--- src/rtl/display_scheduler.sv ---
// Four-digit seven-segment scheduler: GOAL banner > timed message overlay > score readout.
// Optional `DISPLAY_BLINK_EN makes the GOAL banner blink every 256 scan ticks.
module display_scheduler #(
    parameter int SCAN_DIV   = 16,
    parameter int HOLD_TICKS = 1024,
    parameter int NUM_PAIRS  = 16
) (
    input  logic       clk,
    input  logic       rst_n,
    input  logic [4:0] removed_cards,
    input  logic       msg_req,
    input  logic [1:0] msg_code,
    output logic       msg_ack,
    output logic [1:0] mode,
    output logic [3:0] AN,
    output logic [7:0] C
);
    localparam int HW = $clog2(HOLD_TICKS + 1);
    localparam logic [7:0] BLANK = 8'hFF;

    typedef enum logic [1:0] {SCORE = 2'd0, MSG = 2'd1, GOAL = 2'd2} state_t;

    state_t        state;
    logic [SCAN_DIV-1:0] prescaler;
    logic [1:0]    digit;
    logic [HW-1:0] hold;
    logic [1:0]    code_q;
    logic          tick;
    logic          goal_hit;
    logic [3:0]    tens;
    logic [3:0]    ones;
    logic [31:0]   text;
    logic [3:0]    an_next;
    logic [7:0]    seg_next;
    logic          blink_off;

    assign tick     = &prescaler;
    assign goal_hit = (removed_cards == 5'(NUM_PAIRS));
    assign mode     = state;

    // Handshake: requester holds msg_req (and msg_code) until msg_ack; msg_ack is a
    // same-cycle pulse, only in SCORE, never while GOAL is due and never in reset.
    assign msg_ack = rst_n && (state == SCORE) && msg_req && !goal_hit;

    function automatic logic [7:0] dec(input logic [3:0] v);
        case (v)
            4'd0: dec = 8'hC0;
            4'd1: dec = 8'hF9;
            4'd2: dec = 8'hA4;
            4'd3: dec = 8'hB0;
            4'd4: dec = 8'h99;
            4'd5: dec = 8'h92;
            4'd6: dec = 8'h82;
            4'd7: dec = 8'hF8;
            4'd8: dec = 8'h80;
            4'd9: dec = 8'h90;
            default: dec = BLANK;
        endcase
    endfunction

    always_comb begin
        tens = 4'd0;
        ones = 4'(removed_cards);
        if (removed_cards >= 5'd30) begin
            tens = 4'd3;
            ones = 4'(removed_cards - 5'd30);
        end else if (removed_cards >= 5'd20) begin
            tens = 4'd2;
            ones = 4'(removed_cards - 5'd20);
        end else if (removed_cards >= 5'd10) begin
            tens = 4'd1;
            ones = 4'(removed_cards - 5'd10);
        end
    end

    // Strings are packed leftmost character (AN[3]) in the top byte.
    always_comb begin
        text = 32'hFFFF_FFFF;
        case (state)
            SCORE: text = {BLANK, BLANK, (tens == 4'd0) ? BLANK : dec(tens), dec(ones)};
            MSG: begin
                case (code_q)
                    2'd0:    text = 32'hC2C0_C0A1;
                    2'd1:    text = 32'h8388_A1FF;
                    2'd2:    text = 32'h8CC7_8891;
                    default: text = 32'h86AF_AFFF;
                endcase
            end
            GOAL:    text = 32'hC2C0_88C7;
            default: text = 32'hFFFF_FFFF;
        endcase
        an_next  = ~(4'b0001 << digit);
        seg_next = text[{digit, 3'b000} +: 8];
        if (blink_off) begin
            an_next  = 4'b1111;
            seg_next = BLANK;
        end
    end

`ifdef DISPLAY_BLINK_EN
    logic [7:0] blink_cnt;
    logic       blink_phase;

    always_ff @(posedge clk) begin
        if (!rst_n || state != GOAL) begin
            blink_cnt   <= 8'd0;
            blink_phase <= 1'b0;
        end else if (tick) begin
            blink_cnt <= blink_cnt + 8'd1;
            if (blink_cnt == 8'hFF) blink_phase <= ~blink_phase;
        end
    end

    assign blink_off = (state == GOAL) && blink_phase;
`else
    assign blink_off = 1'b0;
`endif

    always_ff @(posedge clk) begin
        if (!rst_n) begin
            state     <= SCORE;
            prescaler <= '0;
            digit     <= 2'd0;
            hold      <= '0;
            code_q    <= 2'd0;
            AN        <= 4'b1111;
            C         <= BLANK;
        end else begin
            prescaler <= prescaler + 1'b1;
            if (tick) begin
                digit <= digit + 2'd1;
                AN    <= an_next;
                C     <= seg_next;
            end
            case (state)
                SCORE: begin
                    if (goal_hit) begin
                        state <= GOAL;
                    end else if (msg_ack) begin
                        state  <= MSG;
                        code_q <= msg_code;
                        hold   <= HW'(HOLD_TICKS);
                    end
                end
                MSG: begin
                    if (tick) begin
                        hold <= hold - 1'b1;
                        if (hold == HW'(1)) state <= goal_hit ? GOAL : SCORE;
                    end
                end
                GOAL: begin
                    if (!goal_hit) state <= SCORE;
                end
                default: state <= SCORE;
            endcase
        end
    end
endmodule

--- config.mk ---
export PLATFORM = sky130hd
export DESIGN_NAME = display_scheduler
export DESIGN_NICKNAME = d
export VERILOG_FILES = /design/src/rtl/display_scheduler.sv
export SDC_FILE = /design/constraint.sdc
export NUM_CORES = 1
export LEC_CHECK = 0
export BUFFER_PORTS_ARGS = -buffer_cell sky130_fd_sc_hd__buf_2
export CAP_MARGIN = 20
export CELL_PAD_IN_SITES_DETAIL_PLACEMENT = 2
export CELL_PAD_IN_SITES_GLOBAL_PLACEMENT = 2
export CORE_ASPECT_RATIO = 1.2
export CORE_MARGIN = 3
export CORE_UTILIZATION = 38
export CTS_CLUSTER_DIAMETER = 120
export CTS_CLUSTER_SIZE = 12
export DETAILED_ROUTE_END_ITERATION = 16
export PLACE_DENSITY = 0.95
export SLEW_MARGIN = 20
export SYNTH_ARGS = -nofsm -noshare
export SYNTH_HDL_FRONTEND = slang
export SYNTH_SLANG_ARGS = --single-unit
--- constraint.sdc ---
create_clock -name clk -period 6.2 [get_ports clk]
set_input_delay 0 -clock clk [delete_from_list [all_inputs] [get_ports clk]]
set_output_delay 0 -clock clk [all_outputs]
set_load 0.05 [all_outputs]
* After elaboration in Yosys (flattened, before gate mapping)
Memories as Yosys holds them, arrays and structs flattened.
Cells that the tools add are included.
** Cells by class
- $add $sub $neg :: 6
- Magnitude comparators :: 3
- Eq/ne operators :: 12
- Shift-type cells :: 2
- Muxes and demuxes :: 20
- Bitwise gates (word level) :: 2
- Reduce and logical (&&, ||, !) cells :: 12
** Operator list (number)
- 31-bit one-hot mux with 3 select lines :: 2
- 11-bit two-way mux :: 3
- 32-bit by 6-bit variable part select with 8-bit output :: 1
- 11-bit one-hot mux with 2 select lines :: 1
- 16-bit by 1-bit adder with 16-bit output, second input constant :: 1
- 4-bit two-way mux :: 4
- 16-bit AND reduction :: 1
- 2-bit two-way mux :: 7
- 11-bit by 1-bit == test with 1-bit output, second input constant :: 1
- 11-bit by 1-bit subtractor with 11-bit output, second input constant :: 1
- 5-bit >= comparator, second input constant :: 2
- 2-bit inequality test, second input constant :: 5
- 8-bit two-way mux :: 1
- 4-bit AND reduction :: 2
- 4-bit subtractor, second input constant :: 2
- 2-bit one-hot mux with 3 select lines :: 1
- 5-bit == test, second input constant :: 1
- 5-bit by 4-bit >= comparator with 1-bit output, second input constant :: 1
- 2-bit by 1-bit == test with 1-bit output, second input constant :: 2
- 2-bit == test, second input constant :: 2
- 2-bit logical NOT :: 2
- 4-bit logical NOT :: 1
- 4-bit NOT :: 1
- 1-bit by 2-bit left shift with 4-bit output, first input constant :: 1
- 9 further kinds :: 11
** Word-level totals
- Register bits after elaboration :: 45
- Bits in read-only memories :: 224
- Input port bits :: 10
- Output and inout port bits :: 15
- Logic and storage cells :: 66
- Memories :: 2
** Memory list
- (name not given) :: words 16, bits a word 7, rd ports 1, clocked after Yosys merged registers in 0, write ports 0, RTL line 46 : case (v)
- (name not given) :: words 16, bits a word 7, rd ports 1, clocked after Yosys merged registers in 0, write ports 0, RTL line 46

* Longest topological paths before layout
- Depth after elaboration :: 8
- Depth in mapped cells :: 11
- Depth with buffers taken out :: 11

* Worst setup path before layout
OpenSTA, ideal clock, no wires.
- Kind :: flip-flop to flip-flop
- Start :: reg state[0], in the netlist mode[0]
- End :: reg hold[3]
- Library setup time :: 143 ps
- Data arrival time :: 2759 ps
- Data required time :: 6057 ps
- Setup slack :: 3298 ps
- Cell stages (with the launch flop) :: 11
- Buffers on the path :: 0
- Period minus slack after synthesis :: 2902 ps
- Cell sequence :: dfxtp_1 > inv_1 > ha_1 > inv_1 > or3_1 > inv_1 > a21oi_1 > a2111oi_4 > nor2b_1 > xnor2_1 > nor2_1
** Between the ends
- Longest elaborated chain between the ends :: 6
- Elaborated cells on any way between the ends :: 11
- Classes of those cells :: eq/ne: 4; mux: 1; reduce/logical: 6
** Ends and longest elaborated chain
- from (decl) :: RTL line 23 : state_t state;
- from (signal assigned) :: RTL line 148 : if (hold == HW'(1)) state <= goal_hit ? GOAL : SCORE;
- 2-bit logical NOT :: RTL line 43 : assign msg_ack = rst_n && (state == SCORE) && msg_req && !goal_hit;
- 1-bit logical AND (3 in a row) :: RTL line 43
- named net msg_ack :: RTL line 13 : output logic msg_ack,
- 2-bit inequality test (no line)
- 4-bit AND reduction (no line)
- to (signal assigned) :: RTL line 142 : hold <= HW'(HOLD_TICKS);
- to (signal assigned) :: RTL line 147 : hold <= hold - 1'b1;
- to (decl) :: RTL line 26 : logic [HW-1:0] hold;
The timed path passes the listed nets, and every way through them passes these cells.
A chain may end at the register's enable or synchronous reset.

* Worst setup path after layout
- Start :: reg state[0], in the netlist mode[0]
- End :: reg hold[10]
** Between the ends
- Longest elaborated chain between the ends :: 6
- Elaborated cells on any way between the ends :: 11
- Classes of those cells :: eq/ne: 4; mux: 1; reduce/logical: 6
** Ends and longest elaborated chain (RTL line)
- 2-bit logical NOT :: 43, 135
- 1-bit logical AND (3 in a row) :: 43
- 2-bit inequality test (no line)
- 4-bit AND reduction (no line)
Several ways; a longest one is shown, not always the timed one.

==> results_dict.tcl <==
set metrics [dict create \
    status "completed" \
    final_common_cell "dfxtp_1" \
    p_sw_mw 0.3617 \
    p_per_area_nw_per_um2 292.3 \
    p_seq_share_pct 37.9 \
    critPathTopFamily "compound AO/OA/AOI/OAI gates" \
    path_max_fanout 16 \
    worst_pin_slew_ps 808.5 \
    holdPathStages 3 \
    end_kind "register" \
    path_class "register to register" \
    ys_types 58 \
    drt_iter0_markers 86 \
    hpwl_um 6237 \
    seq_area_frac_synth_pct 30.89 \
    yosys_register_bits 44 \
    hold_buffers 2 \
    die_h_um 100.9 \
    drive_gt1_share_pct 10.63 \
    rsz0062_at_grt "false" \
    antenna_left 0 \
    path_buf_inv 3 \
    rrSetupSlack_ps 3000 \
    vias_per_cell 5.835 \
    p_clk_share_pct 25.8 \
    cts_tree "yes" \
    start_util_pct 40.39 \
    hold_start "removed_cards[0]" \
    grt_pass1_vias 2897 \
    fin_skew_ps 13.43 \
    synth.top_cells.by_area "dfxtp_1 31%, ha_1 8.8%, nand2_1 5.3%" \
    grtUsageTotal_pct 22.77 \
    drc 0 \
    clkSinkCount 44 \
    yosys.area.top_type "dfxtp_1" \
    synthCells 353 \
    fin_crit_sh_pct 51.63 \
    fin_crit_ps 3201 \
    die_w_um 85.08 \
    netlist.area_leader.share_pct 30.89 \
    avgRoutedWirePerCell_um 20.50 \
    r2r_cells 10 \
    numCtsBuffers 5 \
    critical_path.most_common_cell "inv_1" \
    ys_warn_count 0 \
    finalSetupViolCount 0 \
    hold_viol 0 \
    clock.fmax_mhz 312.4 \
    finalNetCount 396 \
    worstPathArrival_ps 3400 \
    setup_tns_ps 0 \
    areaGrowthSynthToFinish_pct 9.697 \
    path_clk_slew_ps 90 \
    reg2reg_from "mode[0]" \
    p_comb_share_pct 36.3 \
    vias 2649 \
    p_sw_share_pct 39.56 \
    slew_violations 0 \
    port_buffers 23 \
    antenna_found_initial 0 \
    grt_max_degree 40 \
    synthArstFlopShare_pct 0 \
    cts-root-buf "clkbuf_8" \
    synthFlopType "dfxtp_1" \
    post_cts.repair.setup_buffers 0 \
    hold_end "C[4]" \
    worst_setup_path_start_kind "register" \
    vdd_ir_drop_max_uv 106.6 \
    p_total_mw 0.9142 \
    pin_count 25 \
    slowest_stage "a211oi_2" \
    clockBufferDepth 2 \
    post_synth.cell_area_avg_um2 8.078 \
    maxCapViolations 0 \
    synthesis.area_um2 2851 \
    rows 33 \
    dieArea_um2 8583 \
    cp_cell_sequence "inv_1 > ha_1 > inv_1 > or3_1 > inv_1 > a21oi_1 > a211oi_2 > nand3b_1 > xnor2_1 > o21a_1" \
    internal_power_mw 0.5526 \
    cpPeakStageDelay_ps 500 \
    synth_nets 383 \
    core_um2 7061 \
    htreeDepth 2 \
    clk-insertion-delay-late_ps 320 \
    diodes 0 \
    mostFrequentLayoutCells "44 x dfxtp_1, 40 x nand2_1, 24 x nor2_1, 23 x buf_2, 20 x ha_1" \
    synth_edf_count 0 \
    cp.required_ps 6400 \
    maxSlewHeadroom_pct 46.10 \
    drt_pre_antenna_iters 4 \
    hp-class "input pin to register" \
    crit_cells 10 \
    gr-total-overflow 0 \
    cts_repair_resize_count 0 \
    drt-total-wl_um 9305 \
    p_leak_nw 1.296 \
    gp_congestion 0.8615 \
    reg2reg_to "hold[10]" \
    grt_pass1_wl_um 15470 \
    num-fill-cells 811 \
]
[cells in the mapped netlist (all sizes together), types with 7 or more instances]
library cell	number
a21oi	15
nor2	24
and3	9
ha	20
o211ai	11
nand3	11
or3	7
inv	16
o21ai	18
nand3b	7
xnor2	15
and2	16
dfxtp	44
nand2	40
clkbuf	16
xor2	9
[routing by layer]
layer  vias up  wire [µm]  GRT usage [%]
met5         -          0              0
met4         0        363          11.45
met3        28        203          2.535
li1       1260          -              -
met1      1316       3614          24.75
met2        45       5124          43.00
[power by group through the flow]
stage / clock network [mW] / logic [mW] / registers [mW]
finish: 0.236 / 0.332 / 0.347
global route: 0.253 / 0.373 / 0.351
CTS: 0.241 / 0.332 / 0.346
detailed placement: 0 / 0.317 / 0.351
global placement: 0 / 0.297 / 0.347
floorplan: 0 / 0.240 / 0.349
[stage by stage]
step | util [%] | hold WS, ps | cells | cell area, µm² | setup WS [ps]
5_1_grt | 44.30 | 173.7 | 454 | 3128 | 2723
6_report | 44.30 | 126.0 | 454 | 3128 | 2999
4_1_cts | 44.23 | 137.1 | 453 | 3123 | 2999
3_3_place_gp | 42.32 | 212.3 | 443 | 2988 | 3347
3_5_place_dp | 42.32 | 225.9 | 443 | 2988 | 3130
2_1_floorplan | - | 108.6 | 353 | 2851 | 3298
[kinds of logic after synthesis]
family | synth area share [%]
and+or+nand+nor | 27.03
AOI/OAI and AO/OA | 19.66
DFF | 30.89
buffers and inverters | 5.178
xor gates and xnor gates | 7.635
adders and majority gates | 8.776
muxes | 0.7021
other | 0.1315
[sequential cells by signal (all words and copies together), names as in the netlist]
| register | flops |
|---|---|
| AN | 4 |
| C | 7 |
| code_q | 2 |
| digit | 2 |
| hold | 11 |
| mode | 2 |
| prescaler | 16 |
[cell type report]
type                    instances  area, µm²  area share, %
multi-input cells             273       1823          58.28
inverters                      16      60.06          1.920
clock inverters                 3      46.29          1.480
repair buffers                 26      140.1          4.480
clock buffers                   5      68.82          2.200
well taps                      87      108.9          3.480
flip-flops and latches         44      880.8          28.16
[how the worst max path moves through the flow]
stage / end / from
6_report: hold[10] / mode[0]
3_3_place_gp: hold[3] / mode[0]
2_1_floorplan: hold[3] / mode[0]
4_1_cts: hold[10] / mode[0]
5_1_grt: hold[10] / mode[0]
3_5_place_dp: hold[3] / mode[0]
[worst reg2reg max path, cell delays in order (launching register included)]
cell and delay [ps]:
dfxtp_1 360, inv_1 110, ha_1 490, inv_1 280, or3_1 480, inv_1 200, a21oi_1 180, a211oi_2 500
nand3b_1 150, xnor2_1 160, o21a_1 190
(Power assumes the default switching activity.)
